<file path="src/rtl/mmc1x_mapper_if.sv">
// mmc1x_mapper_if: CPU/PPU-side bus bundle for the mmc1x_mapper serial-load
// bank mapper. The clock (M2) and reset (nRES) stay plain module ports.
//   nROMSEL, CPU_RnW, CPU_A14, CPU_A13 : CPU cycle type and register select
//   CPU_D7, CPU_D0                     : load-abort bit and serial data bit
//   PPU_A12, PPU_A11, PPU_A10          : PPU address bits for CHR/mirroring
//   PRG_A, CHR_A                       : PRG/CHR bank address lines
//   CIRAM_A10                          : nametable select
//   PRG_nCE, SRAM_CE                   : PRG ROM / work-RAM chip enables
// master = the CPU/PPU/board side, slave = the mapper.
// PRG_BITS/CHR_BITS must match the parameters of the connected mapper.
interface mmc1x_mapper_if #(
    parameter int PRG_BITS = 4,
    parameter int CHR_BITS = 5
);
    logic                nROMSEL;
    logic                CPU_RnW;
    logic                CPU_A14;
    logic                CPU_A13;
    logic                CPU_D7;
    logic                CPU_D0;
    logic                PPU_A12;
    logic                PPU_A11;
    logic                PPU_A10;
    logic [PRG_BITS-1:0] PRG_A;
    logic [CHR_BITS-1:0] CHR_A;
    logic                CIRAM_A10;
    logic                PRG_nCE;
    logic                SRAM_CE;

    modport master (
        output nROMSEL, CPU_RnW, CPU_A14, CPU_A13, CPU_D7, CPU_D0,
        output PPU_A12, PPU_A11, PPU_A10,
        input  PRG_A, CHR_A, CIRAM_A10, PRG_nCE, SRAM_CE
    );

    modport slave (
        input  nROMSEL, CPU_RnW, CPU_A14, CPU_A13, CPU_D7, CPU_D0,
        input  PPU_A12, PPU_A11, PPU_A10,
        output PRG_A, CHR_A, CIRAM_A10, PRG_nCE, SRAM_CE
    );
endinterface

</file>
<file path="src/rtl/mmc1x_mapper.sv">
// mmc1x_mapper: MMC1-style serial-load bank mapper, single clock (M2).
// CPU writes to $8000-$FFFF shift CPU_D0 in LSB first; CPU_D7=1 aborts the
// load. A completed SHIFT_LEN-bit load commits to ctrl/chr0/chr1/prg chosen by
// CPU_A14:A13. Those registers drive PRG_A, CHR_A, CIRAM_A10 and SRAM_CE.
// Ports:
//   M2   : clock, all state updates on the rising edge
//   nRES : synchronous active-low reset
//   bus  : mmc1x_mapper_if slave modport (CPU/PPU inputs, bank/enable outputs)
module mmc1x_mapper #(
    parameter int SHIFT_LEN     = 5,
    parameter int PRG_BITS      = 4,
    parameter int CHR_BITS      = 5,
    parameter int FILTER_CONSEC = 1
) (
    input  logic                  M2,
    input  logic                  nRES,
    mmc1x_mapper_if.slave         bus
);
    localparam int CW = $clog2(SHIFT_LEN);
    localparam logic [CW-1:0] LAST = CW'(SHIFT_LEN - 1);

    logic [SHIFT_LEN-1:0] shift;
    logic [CW-1:0]        count;
    logic                 prev_wr;
    logic [SHIFT_LEN-1:0] ctrl;
    logic [SHIFT_LEN-1:0] chr0;
    logic [SHIFT_LEN-1:0] chr1;
    logic [SHIFT_LEN-1:0] prg;

    logic                 wr;
    logic                 accept;
    logic [SHIFT_LEN-1:0] shifted;

    // Bank fields widened to 8 bits, then cut to the output width; this gives
    // zero-extension or truncation for any legal parameter combination.
    logic [7:0]           pb_ext;
    logic [7:0]           c0_ext;
    logic [7:0]           c1_ext;
    logic [PRG_BITS-1:0]  pb;
    logic [CHR_BITS-1:0]  c0;
    logic [CHR_BITS-1:0]  c1;
    logic                 wram_dis;
    logic                 unused_bits;

    assign wr      = !bus.nROMSEL && !bus.CPU_RnW;
    // The write cycle right after another write cycle is dropped (RMW filter).
    assign accept  = wr && !((FILTER_CONSEC != 0) && prev_wr);
    assign shifted = {bus.CPU_D0, shift[SHIFT_LEN-1:1]};

    always_ff @(posedge M2) begin
        if (!nRES) begin
            shift   <= '0;
            count   <= '0;
            prev_wr <= 1'b0;
            ctrl    <= SHIFT_LEN'(12);
            chr0    <= '0;
            chr1    <= '0;
            prg     <= '0;
        end else begin
            prev_wr <= wr;
            if (accept) begin
                if (bus.CPU_D7) begin
                    // Abort takes priority even over a completing write.
                    shift     <= '0;
                    count     <= '0;
                    ctrl[3:2] <= 2'b11;
                end else if (count == LAST) begin
                    shift <= '0;
                    count <= '0;
                    case ({bus.CPU_A14, bus.CPU_A13})
                        2'b00:   ctrl <= shifted;
                        2'b01:   chr0 <= shifted;
                        2'b10:   chr1 <= shifted;
                        default: prg  <= shifted;
                    endcase
                end else begin
                    shift <= shifted;
                    count <= count + CW'(1);
                end
            end
        end
    end

    assign pb_ext   = 8'(prg[SHIFT_LEN-2:0]);
    assign c0_ext   = 8'(chr0);
    assign c1_ext   = 8'(chr1);
    assign pb       = pb_ext[PRG_BITS-1:0];
    assign c0       = c0_ext[CHR_BITS-1:0];
    assign c1       = c1_ext[CHR_BITS-1:0];
    assign wram_dis = prg[SHIFT_LEN-1];

    // Bits that exist only to be stored (upper ctrl bits, widening padding).
    assign unused_bits = ^{pb_ext, c0_ext, c1_ext, ctrl};

    always_comb begin
        case (ctrl[3:2])
            2'b00, 2'b01: bus.PRG_A = {pb[PRG_BITS-1:1], bus.CPU_A14};
            2'b10:        bus.PRG_A = bus.CPU_A14 ? pb : '0;
            default:      bus.PRG_A = bus.CPU_A14 ? '1 : pb;
        endcase
    end

    always_comb begin
        if (ctrl[4]) begin
            bus.CHR_A = bus.PPU_A12 ? c1 : c0;
        end else begin
            bus.CHR_A = {c0[CHR_BITS-1:1], bus.PPU_A12};
        end
    end

    always_comb begin
        case (ctrl[1:0])
            2'b00:   bus.CIRAM_A10 = 1'b0;
            2'b01:   bus.CIRAM_A10 = 1'b1;
            2'b10:   bus.CIRAM_A10 = bus.PPU_A10;
            default: bus.CIRAM_A10 = bus.PPU_A11;
        endcase
    end

    assign bus.PRG_nCE = bus.nROMSEL || !bus.CPU_RnW;
    assign bus.SRAM_CE = bus.nROMSEL && bus.CPU_A14 && bus.CPU_A13 && !wram_dis;
endmodule

</file>
<file path="src/flat_wrapper.sv">
// flat-port wrapper written by rule: the top's interface ports become plain ports
module mmc1x_mapper_flat 
#(
    parameter int SHIFT_LEN     = 5,
    parameter int PRG_BITS      = 4,
    parameter int CHR_BITS      = 5,
    parameter int FILTER_CONSEC = 1
)
  (M2, nRES, bus_nROMSEL, bus_CPU_RnW, bus_CPU_A14, bus_CPU_A13, bus_CPU_D7, bus_CPU_D0, bus_PPU_A12, bus_PPU_A11, bus_PPU_A10, bus_PRG_A, bus_CHR_A, bus_CIRAM_A10, bus_PRG_nCE, bus_SRAM_CE);
  mmc1x_mapper_if #(.PRG_BITS(PRG_BITS), .CHR_BITS(CHR_BITS)) bus_i ();
  input  logic M2;
  input  logic nRES;
  input wire logic [$bits(bus_i.nROMSEL)-1:0] bus_nROMSEL;
  input wire logic [$bits(bus_i.CPU_RnW)-1:0] bus_CPU_RnW;
  input wire logic [$bits(bus_i.CPU_A14)-1:0] bus_CPU_A14;
  input wire logic [$bits(bus_i.CPU_A13)-1:0] bus_CPU_A13;
  input wire logic [$bits(bus_i.CPU_D7)-1:0] bus_CPU_D7;
  input wire logic [$bits(bus_i.CPU_D0)-1:0] bus_CPU_D0;
  input wire logic [$bits(bus_i.PPU_A12)-1:0] bus_PPU_A12;
  input wire logic [$bits(bus_i.PPU_A11)-1:0] bus_PPU_A11;
  input wire logic [$bits(bus_i.PPU_A10)-1:0] bus_PPU_A10;
  output wire logic [$bits(bus_i.PRG_A)-1:0] bus_PRG_A;
  output wire logic [$bits(bus_i.CHR_A)-1:0] bus_CHR_A;
  output wire logic [$bits(bus_i.CIRAM_A10)-1:0] bus_CIRAM_A10;
  output wire logic [$bits(bus_i.PRG_nCE)-1:0] bus_PRG_nCE;
  output wire logic [$bits(bus_i.SRAM_CE)-1:0] bus_SRAM_CE;
  assign bus_i.nROMSEL = bus_nROMSEL;
  assign bus_i.CPU_RnW = bus_CPU_RnW;
  assign bus_i.CPU_A14 = bus_CPU_A14;
  assign bus_i.CPU_A13 = bus_CPU_A13;
  assign bus_i.CPU_D7 = bus_CPU_D7;
  assign bus_i.CPU_D0 = bus_CPU_D0;
  assign bus_i.PPU_A12 = bus_PPU_A12;
  assign bus_i.PPU_A11 = bus_PPU_A11;
  assign bus_i.PPU_A10 = bus_PPU_A10;
  assign bus_PRG_A = bus_i.PRG_A;
  assign bus_CHR_A = bus_i.CHR_A;
  assign bus_CIRAM_A10 = bus_i.CIRAM_A10;
  assign bus_PRG_nCE = bus_i.PRG_nCE;
  assign bus_SRAM_CE = bus_i.SRAM_CE;
  mmc1x_mapper #(.SHIFT_LEN(SHIFT_LEN), .PRG_BITS(PRG_BITS), .CHR_BITS(CHR_BITS), .FILTER_CONSEC(FILTER_CONSEC)) u_core (.M2(M2), .nRES(nRES), .bus(bus_i));
endmodule
</file>
<file path="config.mk">
export PLATFORM = sky130hd
export DESIGN_NAME = mmc1x_mapper_flat
export DESIGN_NICKNAME = d
export VERILOG_FILES = /design/src/rtl/mmc1x_mapper_if.sv /design/src/rtl/mmc1x_mapper.sv /design/src/flat_wrapper.sv
export SDC_FILE = /design/constraint.sdc
export NUM_CORES = 1
export LEC_CHECK = 0
export CAP_MARGIN = 15
export CORE_MARGIN = 4
export CORE_UTILIZATION = 45
export DETAILED_ROUTE_END_ITERATION = 6
export PLACE_DENSITY_LB_ADDON = 0.2
export SETUP_SLACK_MARGIN = 0.02
export SYNTH_ARGS = -nofsm -noshare
export SYNTH_HDL_FRONTEND = slang
export SYNTH_SLANG_ARGS = --single-unit
</file>
<file path="constraint.sdc">
create_clock -name M2 -period 1.8 [get_ports M2]
set_input_delay 0.36 -clock M2 [delete_from_list [all_inputs] [get_ports M2]]
set_output_delay 0.36 -clock M2 [all_outputs]
set_load 0.1 [all_outputs]
</file>
**After elaboration in Yosys (flattened, before gate mapping)**

Cells that the tools add are included.

- Register bits after elaboration: 29
- Bits in latches: 0
- RAM bits: 0
- ROM bits: 0
- Input port bits: 11
- Output and inout bits: 12
- Word-level logic and storage cells: 53
- Memories kept: 0

- Add/sub/neg operators: 1
- $mul: 0
- Divide/modulo/power cells: 0
- Magnitude comparators: 0
- Equal/unequal tests: 7
- Shift operators: 0
- Muxes and demuxes: 13
- Bitwise operators: 2
- Reduce and logical (&&, ||, !) cells: 22

Operators with widths:

| cell | number |
|---|---|
| $mux W5 | 4 |
| $mux W4 | 4 |
| $reduce_and A4 Y1 | 4 |
| $pmux W4 S2 | 1 |
| $eq A2 B1 Y1 const B | 3 |
| $eq A2 B2 Y1 const B | 3 |
| $logic_not A2 Y1 | 3 |
| $mux W3 | 2 |
| $logic_and A1 B1 Y1 | 5 |
| $logic_not A1 Y1 | 4 |
| $reduce_bool A2 Y1 | 2 |
| $add A3 B1 Y3 const B | 1 |
| $eq A3 B3 Y1 const B | 1 |
| $pmux W1 S3 | 1 |
| $reduce_and A3 Y1 | 1 |
| $reduce_or A3 Y1 | 1 |
| $mux W2 | 1 |
| $not A1 Y1 | 2 |
| $reduce_or A2 Y1 | 1 |
| $logic_or A1 B1 Y1 | 1 |

**Depth between registers and ports, before layout**

Gate-level depths: netlist of the first run.

- Depth after elaboration: 4
- Gate-level depth with buffers: 5

**Worst setup path before layout of the first run**

Ideal clock, no wire load.

- Path kind: input port to output port
- Start: input port bus_CPU_A14
- End: output port bus_PRG_A[1]
- Arrival: 2040 ps
- Path slack: -600 ps
- Stages: 4
- Path buffers: 1
- Path through: buf_2 nand2b_1 a21oi_1 nor2_1

- Cells in the longest elaborated chain, start to end: 2
- Elaborated cells on any way between the ends: 3

Ends and longest elaborated chain:

| element | RTL line | RTL |
|---|---|---|
| start: declaration | flat_wrapper.sv:15 | `input wire logic [$bits(bus_i.CPU_A14)-1:0] bus_CPU_A14;` |
| $mux W4, on equally long branches | mmc1x_mapper.sv:99, mmc1x_mapper.sv:98 |  |
| $pmux W4 S2 (*) | mmc1x_mapper.sv:96 | `case (ctrl[3:2])` |
| end: declaration | flat_wrapper.sv:22 | `output wire logic [$bits(bus_i.PRG_A)-1:0] bus_PRG_A;` |

Every way passes the cells marked *; elsewhere a longest branch is shown, timed or not.

**Final worst setup path of the first run**

- Start: register u_core.ctrl[4]
- End: output port bus_CHR_A[4]

- Cells in the longest elaborated chain, start to end: 1

Ends and longest elaborated chain:

| element | RTL line | RTL |
|---|---|---|
| start: declaration | mmc1x_mapper.sv:25 | `logic [SHIFT_LEN-1:0] ctrl;` |
| start signal: assignment | mmc1x_mapper.sv:71 | `2'b00: ctrl <= shifted;` |
| $mux W5 | mmc1x_mapper.sv:104 | `if (ctrl[4]) begin` |
| end: declaration | flat_wrapper.sv:23 | `output wire logic [$bits(bus_i.CHR_A)-1:0] bus_CHR_A;` |

Every way passes these cells.

==> flow_metrics.env, run 1 <==
export IMPL_tightestPinTransition_ns=0.4103
export IMPL_die_h_um=63.63
export IMPL_area_delta_synth_final_pct=43.58
export IMPL_cts_hold_buf=0
export IMPL_gr_usage_all_layers=0.1776
export IMPL_numPortBuffers=22
export IMPL_die_width_um=63.63
export IMPL_layout_cells_most_common_list="dfxtp_1 (25), nand2_1 (23), buf_4 (16)"
export IMPL_holdCritStartpoint="u_core.c1[2]"
export IMPL_layout_commonest_cell="dfxtp_1"
export IMPL_hold_viol_final=0
export IMPL_syn_avg_cell_area_um2=9.346
export IMPL_p_switching_uw=334.4
export IMPL_fin_crit_sh=0.9533
export IMPL_rrSetupSlack_ns=0.32
export IMPL_drt_pre_antenna_iters=5
export IMPL_insertion_delay_ns=0.34
export IMPL_p_leak_nw=0.8913
export IMPL_rsz0062_at_grt="false"
export IMPL_pre_cts_ws_ns=-0.1183
export IMPL_max_cap_violations=0
export IMPL_holdPathEnd="u_core.c1[2]"
export IMPL_whs_ns=0.4798
export IMPL_numCtsBuffers=3
export IMPL_r2r_end="u_core.c1[4]"
export IMPL_crit_family="flip-flops"
export IMPL_endpoint_kind="primary output"
export IMPL_finalSetupViolCount=0
export IMPL_diodes=0
export IMPL_hp_class="register to register"
export IMPL_dp_cells=211
export IMPL_async_flop_share=0
export IMPL_slowest_stage="dfxtp_2"
export IMPL_path_cells="nand2_4, mux2_2, buf_12"
export IMPL_drive_gt1_frac=0.3333
export IMPL_internal_power_uw=941.8
export IMPL_comb_power_share=0.176
export IMPL_wire_per_inst_um=15.02
export IMPL_cts_root_buf="clkbuf_4"
export IMPL_syn_num_nets=162
export IMPL_max_slew_margin=0.7256
export IMPL_core_area_um2=2853
export IMPL_num_rows=19
export IMPL_crit_type="register to primary output"
export IMPL_synth_ff_type="dfxtp_1"
export IMPL_clk_path_buf_depth=2
export IMPL_synth_seq_area_share=0.4025
export IMPL_overflow=0
export IMPL_netlist_area_um2=1393
export IMPL_reg2regPathDepth=5
export IMPL_wl_um=3260
export IMPL_synth_edf_count=0
export IMPL_seqPwrFrac=0.490
export IMPL_die_area_um2=4049
export IMPL_grt_pass1_wl_um=5658
export IMPL_first_iter_violations=39
export IMPL_cts_tree="yes"
export IMPL_gp_congestion=0.7906
export IMPL_peakVddDrop_mv=0.4032
export IMPL_grt_pass1_vias=1262
export IMPL_io_pins=23
export IMPL_yosysUniqueCellTypes=29
export IMPL_antenna_found_initial=0
export IMPL_fin_crit_ns=1.716
export IMPL_status="finished clean"
export IMPL_p_per_area_nw_per_um2=638.3
export IMPL_p_sw_frac=0.2620
export IMPL_ant_nets=0
export IMPL_required_ns=1.44
export IMPL_cp_max_fo=5
export IMPL_num_vias=1232
export IMPL_clock_sinks=28
export IMPL_syn_inst=149
export IMPL_fmax_mhz=582.8
export IMPL_skew_ns=0.008265
export IMPL_cp_start_kind="register"
export IMPL_htree_levels=1
export IMPL_initial_core_util=0.4882
export IMPL_clkTransAtPathRegs_ns=0.16
export IMPL_fin_ws_ns=0.08402
export IMPL_dpl_hpwl_um=2564
export IMPL_slew_violations=0
export IMPL_fin_setup_tns_ns=0
export IMPL_critPathBufInv=1
export IMPL_crit_arrival_ns=1.36
export IMPL_synth_seq_cells=28
export IMPL_avgViaCountPerCell=5.677
export IMPL_grt_max_degree=17
export IMPL_p_total_mw=1.276
export IMPL_clkPwrFrac=0.335
export IMPL_fin_cells=217
export IMPL_drc=0
export IMPL_synth_warnings=0
export IMPL_max_stage_delay_ns=0.37
export IMPL_regToRegStartpoint="u_core.count[0]"
export IMPL_hold_path_depth=2
export IMPL_fin_nets=200
flip-flops by register name (all words and copies together), names as in the netlist:
name and flops:
u_core.c0 5, u_core.c1 5, u_core.ctrl 5, u_core.prg 5, u_core.shift 4, u_core.count 3, u_core.prev_wr 1
cell type report:
type / instances / area (um^2)
Multi-Input combinational cell: 111 / 858.3
Fill cell: 211 / 853.3
Sequential cell: 28 / 566.8
Timing Repair Buffer: 39 / 467.9
Tap cell: 31 / 38.79
Clock inverter: 1 / 30.03
Clock buffer: 3 / 22.52
Inverter: 4 / 15.01
logic make-up (layout without fill, tap and decap cells):
kind of cell | count (synthesis) | count (layout) | share of synthesized area
buffers and inverters | 10 | 47 | 0.02964
muxes | 19 | 19 | 0.1402
adders and majority gates | 2 | 2 | 0.01797
AOI/OAI and AO/OA | 27 | 27 | 0.1123
and+or+nand+nor | 63 | 63 | 0.2974
DFF | 28 | 28 | 0.4025
worst max-delay path by stage:
stage | from | endpoint | slack, ns | cells past startpoint
floorplan | bus_CPU_A14 | bus_PRG_A[1] | -0.14 | 4
detailed placement | bus_PPU_A12 | bus_CHR_A[2] | -0.12 | 4
global placement | bus_PPU_A12 | bus_CHR_A[3] | -0.09 | 4
CTS | u_core.ctrl[2] | bus_PRG_A[0] | 0.05 | 4
finish | u_core.ctrl[4] | bus_CHR_A[4] | 0.08 | 3
global route | u_core.ctrl[4] | bus_CHR_A[3] | 0.03 | 3
cells in the mapped netlist (2+ instances only):
master / instances / area (um^2)
dfxtp_1: 28 / 560.5
nand2_1: 24 / 90.09
a21oi_1: 16 / 80.08
mux2i_1: 15 / 150.1
nor2_1: 12 / 45.04
nor3_1: 5 / 25.02
a32oi_1: 4 / 35.03
inv_1: 4 / 15.01
mux2_2: 4 / 45.04
nand3_1: 4 / 20.02
o21ai_1: 4 / 20.02
buf_2: 3 / 15.01
clkbuf_1: 3 / 11.26
nand2b_1: 3 / 18.77
ha_1: 2 / 25.02
nand3b_1: 2 / 15.01
nand4b_4: 2 / 47.55
nor3_2: 2 / 20.02
o31ai_1: 2 / 15.01
repair_timing:
item | in CTS | in global routing
endpoints found under the hold margin | 0 | 0
setup buffers | 2 | 0
setup endpoints to repair | 10 | 6
pin swaps | 3 | 0
gates resized for setup | 14 | 3
worst register-to-register path, stage by stage (launching register included):
cell and delay (ns):
dfxtp_1 0.36, inv_1 0.08, ha_1 0.28, and4bb_4 0.34
nand4b_4 0.18, mux2i_1 0.21
power by group through the flow:
stage                     Combinational (mW)  Clock, mW  Sequential, mW
final                                  0.224      0.427           0.625
after global routing                   0.235      0.455           0.626
after CTS                              0.225      0.430           0.627
after detailed placement               0.219          0           0.640
after global placement                 0.216          0           0.640
after floorplan                        0.117          0           0.639
metrics by stage:
stage | utilization | instance area, um^2
floorplan | - | 1426
global placement | 0.6632 | 1892
detailed placement | 0.6632 | 1892
CTS | 0.6991 | 1994
global route | 0.7009 | 1999
finish | 0.7009 | 1999
routing by layer:
metal / track usage / wire (um) / vias to the layer above
met1: 0.2209 / 1517 / 588
met4: 0.09973 / 96 / 0
met5: 0 / 0 / -
li1: - / - / 608
met3: 0.03197 / 97 / 9
met2: 0.2868 / 1548 / 27
Note: power is estimated with default switching activity, not from simulation.
==> run 2: changes to the inputs <==
--- a/config.mk
+++ b/config.mk
@@ -5,11 +5,13 @@
 export SDC_FILE = /design/constraint.sdc
 export NUM_CORES = 1
 export LEC_CHECK = 0
+export ABC_CLOCK_PERIOD_IN_PS = 1800
 export CAP_MARGIN = 15
 export CORE_MARGIN = 4
-export CORE_UTILIZATION = 45
+export CORE_UTILIZATION = 40
 export DETAILED_ROUTE_END_ITERATION = 6
 export PLACE_DENSITY_LB_ADDON = 0.2
+export RECOVER_POWER = 25
 export SETUP_SLACK_MARGIN = 0.02
 export SYNTH_ARGS = -nofsm -noshare
 export SYNTH_HDL_FRONTEND = slang
==> run 2 against run 1 <==
Against the previous run: fmax decreased by 0.32%; setup slack got worse by 0.0055 ns; utilization decreased by 11 points; largest cell class unchanged; critical endpoint is now bus_CHR_A[2]; combinational power decreased by 5%; total power decreased by 2.3%; via count decreased by 3.1%; sequential share of layout area increased by 0.20 points.
==> flow_metrics.env, run 2 (same netlist as run 1, synthesis figures left out) <==
export IMPL_rrSetupSlack_ns=0.29
export IMPL_fin_cells=227
export IMPL_overflow=0
export IMPL_ant_nets=0
export IMPL_max_slew_margin=0.7572
export IMPL_fin_crit_sh=0.9564
export IMPL_use_met3=0.02698
export IMPL_critPathBufInv=1
export IMPL_wire_per_inst_um=13.54
export IMPL_core_area_um2=3337
export IMPL_crit_family="flip-flops"
export IMPL_postLayoutCoreUtil=0.5898
export IMPL_startpoint="u_core.ctrl[4]"
export IMPL_num_vias=1194
export IMPL_dpl_hpwl_um=2432
export IMPL_path_cells="nand2_4, mux2_2, buf_12"
export IMPL_layout_cells_most_common_list="dfxtp_1 (27), nand2_1 (23), mux2i_1 (15)"
export IMPL_grt_max_degree=23
export IMPL_hp_class="register to register"
export IMPL_max_stage_delay_ns=0.38
export IMPL_crit_arrival_ns=1.36
export IMPL_clk_path_buf_depth=2
export IMPL_reg2regPathDepth=5
export IMPL_gr_usage_all_layers=0.1518
export IMPL_regToRegStartpoint="u_core.count[0]"
export IMPL_endpoint_kind="primary output"
export IMPL_diodes=0
export IMPL_initial_core_util=0.4173
export IMPL_numCtsBuffers=3
export IMPL_gp_congestion=0.8267
export IMPL_max_cap_violations=0
export IMPL_drive_gt1_frac=0.2818
export IMPL_drc=0
export IMPL_fin_nets=195
export IMPL_cts_tree="yes"
export IMPL_cts_root_buf="clkbuf_4"
export IMPL_skew_ns=0.003515
export IMPL_finalSetupViolCount=0
export IMPL_htree_levels=1
export IMPL_num_rows=21
export IMPL_first_iter_violations=58
export IMPL_clock_sinks=28
export IMPL_status="finished clean"
export IMPL_p_leak_nw=0.8626
export IMPL_numPortBuffers=22
export IMPL_busiest_layer="met2"
export IMPL_tightestPinTransition_ns=0.3641
export IMPL_drt_pre_antenna_iters=4
export IMPL_slew_violations=0
export IMPL_crit_end="bus_CHR_A[2]"
export IMPL_area_delta_synth_final_pct=41.33
export IMPL_die_h_um=67.01
export IMPL_die_area_um2=4490
export IMPL_fin_crit_ns=1.721
export IMPL_grt_pass1_wl_um=5216
export IMPL_dp_cells=222
export IMPL_use_met2=0.2613
export IMPL_clkTransAtPathRegs_ns=0.15
export IMPL_rsz0062_at_grt="false"
export IMPL_gr_usage_met1=0.1832
export IMPL_die_width_um=67.01
export IMPL_cp_max_fo=5
export IMPL_p_per_area_nw_per_um2=633.7
export IMPL_antenna_found_initial=0
export IMPL_fillers=306
export IMPL_required_ns=1.44
export IMPL_fmax_mhz=580.9
export IMPL_cp_start_kind="register"
export IMPL_avgViaCountPerCell=5.260
export IMPL_slowest_stage="dfxtp_1"
export IMPL_wl_um=3074
export IMPL_peakVddDrop_mv=0.4166
export IMPL_cp_depth=3
export IMPL_io_pins=23
export IMPL_grt_pass1_vias=1179
export IMPL_crit_type="register to primary output"
export IMPL_layout_commonest_cell="dfxtp_1"
export IMPL_r2r_end="u_core.c0[1]"
export IMPL_insertion_delay_ns=0.32
export IMPL_hold_viol_final=0
[run 2: area by class of cell]
type / count / area, um^2 / share of cell area
clock inverter: 1 / 30.03 / 0.01526
inverter: 4 / 15.01 / 0.007629
sequential: 28 / 561.8 / 0.2854
multi-input combinational: 111 / 862.1 / 0.4380
tap: 46 / 57.56 / 0.02924
clock buffer: 3 / 22.52 / 0.01144
timing repair buffer: 34 / 419.2 / 0.2130
[run 2: repair_timing]
item | 4_1_cts | 5_1_grt
pin swaps | 3 | 0
endpoints found under the setup margin | 9 | 1
gates resized for setup | 13 | 1
hold endpoints to repair | 0 | 0
hold buffers | 0 | 0
setup buffers | 1 | 0
[run 2: worst min path at each step]
| stage | from | to | slack (ns) | cells past startpoint |
|---|---|---|---|---|
| final | u_core.prg[4] | u_core.prg[4] | 0.47 | 2 |
| after floorplan | u_core.prg[4] | u_core.prg[4] | 0.43 | 2 |
| after detailed placement | u_core.prg[4] | u_core.prg[4] | 0.45 | 2 |
| after CTS | u_core.prg[4] | u_core.prg[4] | 0.47 | 2 |
| after global routing | u_core.c1[1] | u_core.c1[1] | 0.51 | 2 |
| after global placement | u_core.c0[1] | u_core.c0[1] | 0.45 | 2 |
[run 2: stage by stage]
stage / hold WS, ns / power, mW / area, um^2 / TNS [ns] / setup slack, ns
floorplan: 0.4345 / 0.7558 / 1426 / -0.1408 / -0.1408
global placement: 0.4455 / 0.8491 / 1881 / -0.4459 / -0.08472
detailed placement: 0.4485 / 0.8522 / 1881 / -0.6314 / -0.1091
CTS: 0.4677 / 1.262 / 1976 / 0 / 0.05906
global route: 0.5096 / 1.296 / 1968 / 0 / 0.02192
finish: 0.4655 / 1.247 / 1968 / 0 / 0.07852
[run 2: tightest hold or removal path, cell delays in order, from the launching register on]
cell	delay (ns)
dfxtp_1	0.33
nand2_1	0.05
mux2i_1	0.05
[run 2: layer usage]
metal,wire [um],vias to the layer above
met4,53,0
met2,1531,25
met5,0,-
met3,128,4
met1,1362,569
li1,-,596
[run 2: report_power, final]
group          internal [mW]  switching, mW
logic                 0.0859          0.126
clock network          0.225          0.184
registers              0.623        0.00319
